**src/rtl/polygraph_session_ctrl.sv**
```systemverilog
// Polygraph session sequencer: settles, collects sensor samples per question,
// counts detector alarms and reports a per-question verdict.
module polygraph_session_ctrl #(
    parameter int unsigned SETTLE_CYCLES = 8,
    parameter int unsigned SAMPLES       = 4,
    parameter int unsigned THRESH        = 2
) (
    input  logic        clk,
    input  logic        rst,
    input  logic        start,
    input  logic        abort,
    input  logic [3:0]  num_q,
    input  logic [9:0]  age,
    input  logic        s_valid,
    output logic        s_ready,
    input  logic [9:0]  s_bloodP,
    input  logic [9:0]  s_breathR,
    input  logic [9:0]  s_heartB,
    output logic [9:0]  det_bloodP,
    output logic [9:0]  det_breathR,
    output logic [9:0]  det_heartB,
    output logic [9:0]  det_age,
    input  logic        det_alarm,
    output logic        q_valid,
    output logic [3:0]  q_index,
    output logic        q_lie,
    output logic [3:0]  q_alarm_cnt,
    output logic        busy,
    output logic        done
);

    localparam int unsigned SW = $clog2(SETTLE_CYCLES + 1);
    localparam int unsigned CW = 4;
    localparam int unsigned QW = 4;
    localparam int unsigned DW = 10;
    localparam logic [CW-1:0] CNT_MAX = '1;

    typedef enum logic [2:0] {
        IDLE, SETTLE, SAMPLE, WAIT1, WAIT2, REPORT, FINISH
    } state_t;

    state_t          state, state_nxt;
    logic [SW-1:0]   settle_cnt;
    logic [CW-1:0]   samp_cnt;
    logic [CW-1:0]   alarm_cnt;
    logic [QW-1:0]   num_q_lat;
    logic [QW-1:0]   q_idx;

    logic            start_ok;
    logic            abort_now;
    logic            hs;
    logic            settle_done;
    logic            samp_last;
    logic            last_q;

    assign start_ok    = start && (num_q != '0);
    assign abort_now   = abort && (state != IDLE);
    assign hs          = (state == SAMPLE) && s_valid;
    assign settle_done = (settle_cnt == SW'(SETTLE_CYCLES - 1));
    assign samp_last   = (CW'(samp_cnt + CW'(1)) == CW'(SAMPLES));
    assign last_q      = (q_idx == QW'(num_q_lat - QW'(1)));

    // State register
    always_ff @(posedge clk) begin
        if (rst) state <= IDLE;
        else     state <= state_nxt;
    end

    // Next-state logic; abort overrides every other transition
    always_comb begin
        state_nxt = state;
        unique case (state)
            IDLE:    if (start_ok) state_nxt = SETTLE;
            SETTLE:  if (settle_done) state_nxt = SAMPLE;
            SAMPLE:  if (hs) state_nxt = WAIT1;
            WAIT1:   state_nxt = WAIT2;
            WAIT2:   state_nxt = samp_last ? REPORT : SAMPLE;
            REPORT:  state_nxt = last_q ? FINISH : SETTLE;
            FINISH:  state_nxt = IDLE;
            default: state_nxt = IDLE;
        endcase
        if (abort_now) state_nxt = IDLE;
    end

    // State-decoded outputs
    always_comb begin
        s_ready = 1'b0;
        busy    = 1'b0;
        q_valid = 1'b0;
        done    = 1'b0;
        q_lie   = 1'b0;
        s_ready = (state == SAMPLE);
        busy    = (state != IDLE);
        q_valid = (state == REPORT);
        done    = (state == FINISH);
        q_lie   = (state == REPORT) && (alarm_cnt >= CW'(THRESH));
    end

    assign q_alarm_cnt = alarm_cnt;
    assign q_index     = q_idx;

    // Session datapath: counters, latched config and detector drive; frozen on abort
    always_ff @(posedge clk) begin
        if (rst) begin
            settle_cnt  <= '0;
            samp_cnt    <= '0;
            alarm_cnt   <= '0;
            num_q_lat   <= '0;
            q_idx       <= '0;
            det_bloodP  <= '0;
            det_breathR <= '0;
            det_heartB  <= '0;
            det_age     <= '0;
        end else if (!abort_now) begin
            unique case (state)
                IDLE: begin
                    if (start_ok) begin
                        num_q_lat  <= num_q;
                        det_age    <= age;
                        q_idx      <= '0;
                        alarm_cnt  <= '0;
                        samp_cnt   <= '0;
                        settle_cnt <= '0;
                    end
                end
                SETTLE: settle_cnt <= SW'(settle_cnt + SW'(1));
                SAMPLE: begin
                    if (hs) begin
                        det_bloodP  <= DW'(s_bloodP);
                        det_breathR <= DW'(s_breathR);
                        det_heartB  <= DW'(s_heartB);
                    end
                end
                WAIT2: begin
                    samp_cnt <= CW'(samp_cnt + CW'(1));
                    if (det_alarm && (alarm_cnt != CNT_MAX))
                        alarm_cnt <= CW'(alarm_cnt + CW'(1));
                end
                REPORT: begin
                    if (!last_q) begin
                        q_idx      <= QW'(q_idx + QW'(1));
                        alarm_cnt  <= '0;
                        samp_cnt   <= '0;
                        settle_cnt <= '0;
                    end
                end
                default: ;
            endcase
        end
    end

endmodule

```
**config.mk**
```make
export PLATFORM = sky130hd
export DESIGN_NAME = polygraph_session_ctrl
export DESIGN_NICKNAME = d
export VERILOG_FILES = /design/src/rtl/polygraph_session_ctrl.sv
export SDC_FILE = /design/constraint.sdc
export NUM_CORES = 1
export LEC_CHECK = 0
export ABC_CLOCK_PERIOD_IN_PS = 6300
export CORE_ASPECT_RATIO = 1.1
export CORE_MARGIN = 2
export CORE_UTILIZATION = 47
export DETAILED_ROUTE_END_ITERATION = 10
export GPL_TIMING_DRIVEN = 0
export HOLD_SLACK_MARGIN = 0.1
export MAX_ROUTING_LAYER = met4
export PLACE_DENSITY = 0.82
export SLEW_MARGIN = 15
export SYNTH_ARGS = -nofsm -noshare
export SYNTH_HDL_FRONTEND = slang
export SYNTH_SLANG_ARGS = --single-unit
```
**constraint.sdc**
```tcl
create_clock -name clk -period 6.3 [get_ports clk]
set_clock_uncertainty 0.2 [all_clocks]
set_input_delay 1.575 -clock clk [delete_from_list [all_inputs] [get_ports clk]]
set_output_delay 1.575 -clock clk [all_outputs]
set_load 0.005 [all_outputs]
```
* Word level (Yosys, flattened, before mapping)
Cells that the tools add are included.
** Cells by class
- Reduce and logical (&&, ||, !) cells :: 19
- Order comparisons :: 1
- Bitwise logic cells :: 1
- Equality and inequality tests :: 15
- Muxes and demuxes :: 14
- $add $sub $neg :: 5
** Operator list (count)
- $pmux 4 s3 :: 3
- $pmux 3 s6 :: 1
- $add 4x1->4 const B :: 4
- $mux 4 :: 4
- $mux 3 :: 5
- $reduce_and 4->1 :: 3
- $eq 3x3->1 const B :: 3
- $reduce_and 3->1 :: 3
- $reduce_bool 3->1 :: 3
- $eq 4x3->1 const B :: 2
- $ne 2x2->1 const B :: 4
- $pmux 4 s2 :: 1
- $eq 3x2->1 const B :: 2
- $logic_and 1x1->1 :: 5
- $reduce_and 5->1 :: 1
- $eq 4x4->1 :: 1
- $ge 4x2->1 const B :: 1
- $ne 4x4->1 const B :: 1
- $reduce_bool 4->1 :: 1
- $sub 4x1->4 const B :: 1
- $eq 3x1->1 const B :: 1
- $logic_not 3->1 :: 1
- $ne 2x1->1 const B :: 1
- $reduce_bool 2->1 :: 1
- 2 further kinds :: 2
** Storage, ports and cells
- Bits in registers :: 63
- Logic and storage cells :: 65
- Output and inout port bits :: 53
- Input bits :: 50

* Depth between registers and ports, before layout
- Depth in word-level cells :: 4
- Depth in mapped cells :: 8
- Gate-level depth less buffers :: 7

* Worst setup path before layout
OpenSTA, ideal clock, no wires.
- Path kind :: in2reg
- Start :: in num_q[3]
- End :: reg samp_cnt[2]
- Setup slack :: 3207 ps
- Data required time :: 5972 ps
- Stages :: 6
- Path buffers :: 1
- Arrival :: 2765 ps
- Library setup time :: 128 ps
- Path through :: o41a_1 -> a2bb2oi_1 -> or2_2 -> clkbuf_1 -> or4_1 -> a21oi_1
** Between the ends
- Longest elaborated chain between the ends :: 4
** Ends and longest elaborated chain
- start: declaration :: RTL line 12 : input logic [3:0] num_q,
- $reduce_bool 4->1 :: RTL line 56 : assign start_ok = start && (num_q != '0);
- $logic_and 1x1->1 :: RTL line 56
- $ne 2x2->1 (no source line)
- $reduce_and 4->1 (no source line)
- end signal: assignment :: RTL line 135 : samp_cnt <= CW'(samp_cnt + CW'(1));
- end: declaration :: RTL line 44 : logic [CW-1:0] samp_cnt;
No other way between the ends.
A chain may end at the register's enable or synchronous reset.

* Worst setup path in the final report
- Start :: reg state[1]
- End :: out s_ready
** Between the ends
- Longest elaborated chain between the ends :: 1
** Ends and longest elaborated chain
- start: declaration :: RTL line 42 : state_t state, state_nxt;
- start signal: assignment :: RTL line 66 : else state <= state_nxt;
- $eq 3x2->1 :: RTL line 92 : s_ready = (state == SAMPLE);
- end: declaration :: RTL line 15 : output logic s_ready,
No other way between the ends.

==> results.json <==
{
  "cts_root_buf": "clkbuf_8",
  "synth-seq-cells": 63,
  "yosysUniqueCellTypes": 47,
  "tns_ns": 0,
  "drv_cap": 0,
  "critPathMaxFanout": 9,
  "final_cell_mix": "clkdlybuf4s50_1 (101), nand2_1 (93), dfxtp_1 (63), a21oi_1 (59), nor2_1 (12)",
  "final_nets": 508,
  "synth_enable_flop_cells": 0,
  "final_common_cell": "clkdlybuf4s50_1",
  "clockBufferDepth": 2,
  "grt_max_degree": 12,
  "peakVddDrop_v": 0.000177,
  "ys.flop_type": "dfxtp_1",
  "layoutNonFillerInstCount": 534,
  "grt_overflow": 0,
  "die_height_um": 83.9,
  "drt_wl_total_mm": 7.14,
  "hpwl_mm": 5.43,
  "first_pass_iters": 4,
  "reg2regPathDepth": 7,
  "vias": 2763,
  "grt_pass1_wl_mm": 12.1,
  "avgSynthCellArea_um2": 8.02,
  "path_class": "reg -> out",
  "synthCells": 340,
  "synth_nets": 396,
  "finalWeightedCongestion": 0.861,
  "antenna_found_initial": 0,
  "hp-start": "det_breathR[1]",
  "synth-async-reset-ratio_pct": 0,
  "numCtsBuffers": 9,
  "grt_usage_pct": 24.2,
  "drv_slew": 0,
  "r2r-end": "samp_cnt[3]",
  "slew_headroom_pct": 66.6,
  "dpl_worst_slack_ns": 2.47,
  "final_hold_viol_count": 0,
  "cts_setup_buffers": 0,
  "io_pins": 103,
  "dp.cells": 518,
  "fp.dieW_um": 76.6,
  "cts_sinks": 63,
  "hold_ws_ns": 0.253,
  "rsz0062_at_grt": "false",
  "fin_ws_ns": 2.49,
  "antenna_left": 0,
  "cts_tree": "yes",
  "hold_path.class": "reg -> reg",
  "power_leakage_nw": 1.40,
  "worst_pin_slew_ns": 0.494,
  "crit_path_end": "s_ready",
  "startpoint": "state[1]",
  "timing.rr.start": "num_q_lat[0]",
  "cts-resized-gates": 0,
  "core_mm2": 0.00570,
  "period_minus_slack_ns": 3.81,
  "htreeDepth": 3,
  "clock_latency_ns": 0.35,
  "initial_core_util_pct": 47.9,
  "crit_required_ns": 4.53,
  "power_density_mw_per_mm2": 217,
  "grt_pass1_vias": 2597,
  "netlist_area_mm2": 0.00273,
  "areaGrowthSynthToFinish_pct": 47.5,
  "remaining_drc_errors": 0,
  "std_cell_rows": 29,
  "endpoint_kind": "primary output",
  "io_buffers": 101,
  "fmax_ghz": 0.262,
  "clkTransAtPathRegs_ns": 0.07,
  "status": "finished clean",
  "finalCritPeriodShare_pct": 60.5,
  "reg2reg_setup_slack_ns": 4.01,
  "hold_buffers": 0,
  "avgRoutedWirePerCell_um": 13.4,
  "die-area_mm2": 0.00643,
  "via_per_inst": 5.17,
  "antenna-diode-count": 0,
  "start_kind": "flip-flop",
  "cp.arrival_ns": 2.04,
  "fill_cells": 467,
  "finalSetupViolations": 0,
  "first_iter_violations": 84,
  "drive_gt1_share_pct": 6.78,
  "yosys_warnings": 0,
  "ys_seq_area_share_pct": 46.2
}
layer usage:
layer | global-route usage, % | wire length, µm
met3 | 4.76 | 345
met4 | 13.1 | 191
met5 | - | 0
met1 | 28.2 | 2980
met2 | 39.3 | 3620
worst max-delay path, stage by stage, from the launching register on:
cell	delay, ns
dfxtp_1	0.31
buf_2	0.19
inv_1	0.15
nor3_1	0.43
clkdlybuf4s50_1	0.61
layout make-up:
class	count	area [µm²]	share of cell area, %
flip-flops and latches	63	1260	31.3
clock buffers	10	128	3.17
plain buffers	19	90.1	2.24
clock inverters	6	61.3	1.52
multi-input cells	249	1340	33.4
well taps	77	96.3	2.39
repair buffers	101	1010	25.1
inverters	9	33.8	0.840
synth_stat cells (2+ instances only):
cell	count	area (µm²)
a21o_1	2	15.0
a21oi_1	59	295
a2bb2oi_1	2	17.5
buf_2	6	30.0
clkbuf_1	10	37.5
dfxtp_1	63	1260
ha_1	6	75.1
inv_1	9	33.8
nand2_1	93	349
nand3_1	11	55.1
nand3b_1	3	22.5
nor2_1	12	45.0
nor3_1	6	30.0
nor4_1	2	12.5
o211ai_1	3	22.5
o21ai_0	7	35.0
o31ai_1	6	45.0
or3_1	5	31.3
or4_1	4	30.0
xnor2_1	2	17.5
xor2_1	3	26.3
flip-flops by register name, indices dropped and copies added, names as in the netlist:
signal / cells
det_age: 10
det_bloodP: 10
det_breathR: 10
det_heartB: 10
num_q_lat: 4
q_alarm_cnt: 4
q_index: 4
samp_cnt: 4
settle_cnt: 4
state: 3
where the power goes:
part | total, W | switching (W) | internal [W]
logic | 0.000118 | 0.0000564 | 0.0000621
clock network | 0.000340 | 0.000159 | 0.000181
registers | 0.000416 | 0.00000678 | 0.000409
worst min-delay path by stage:
stage,cells after the start,end,slack (ns)
6_report,2,det_breathR[1],0.25
5_1_grt,2,det_heartB[6],0.27
4_1_cts,2,det_breathR[1],0.26
3_5_place_dp,2,det_age[2],0.25
3_3_place_gp,2,det_heartB[5],0.24
2_1_floorplan,2,samp_cnt[3],0.25
cells by family after synthesis:
kind of cell / Yosys count / synth area share [%]
fa+ha+maj: 6 / 2.75
mux: 1 / 0.413
buf+inv: 28 / 4.54
simple gates: 146 / 24.2
flops: 63 / 46.2
compound gates: 89 / 18.9
xor+xnor: 7 / 3.03
metrics by stage:
stage          util, %  cell area [µm²]  total power (W)
2_1_floorplan        -             2730         0.000482
3_3_place_gp      67.3             3830         0.000540
3_5_place_dp      67.3             3830         0.000543
4_1_cts           70.6             4020         0.000881
5_1_grt           70.6             4020         0.000914
6_report          70.6             4020         0.000875
Note: power is estimated with default switching activity, not from simulation.
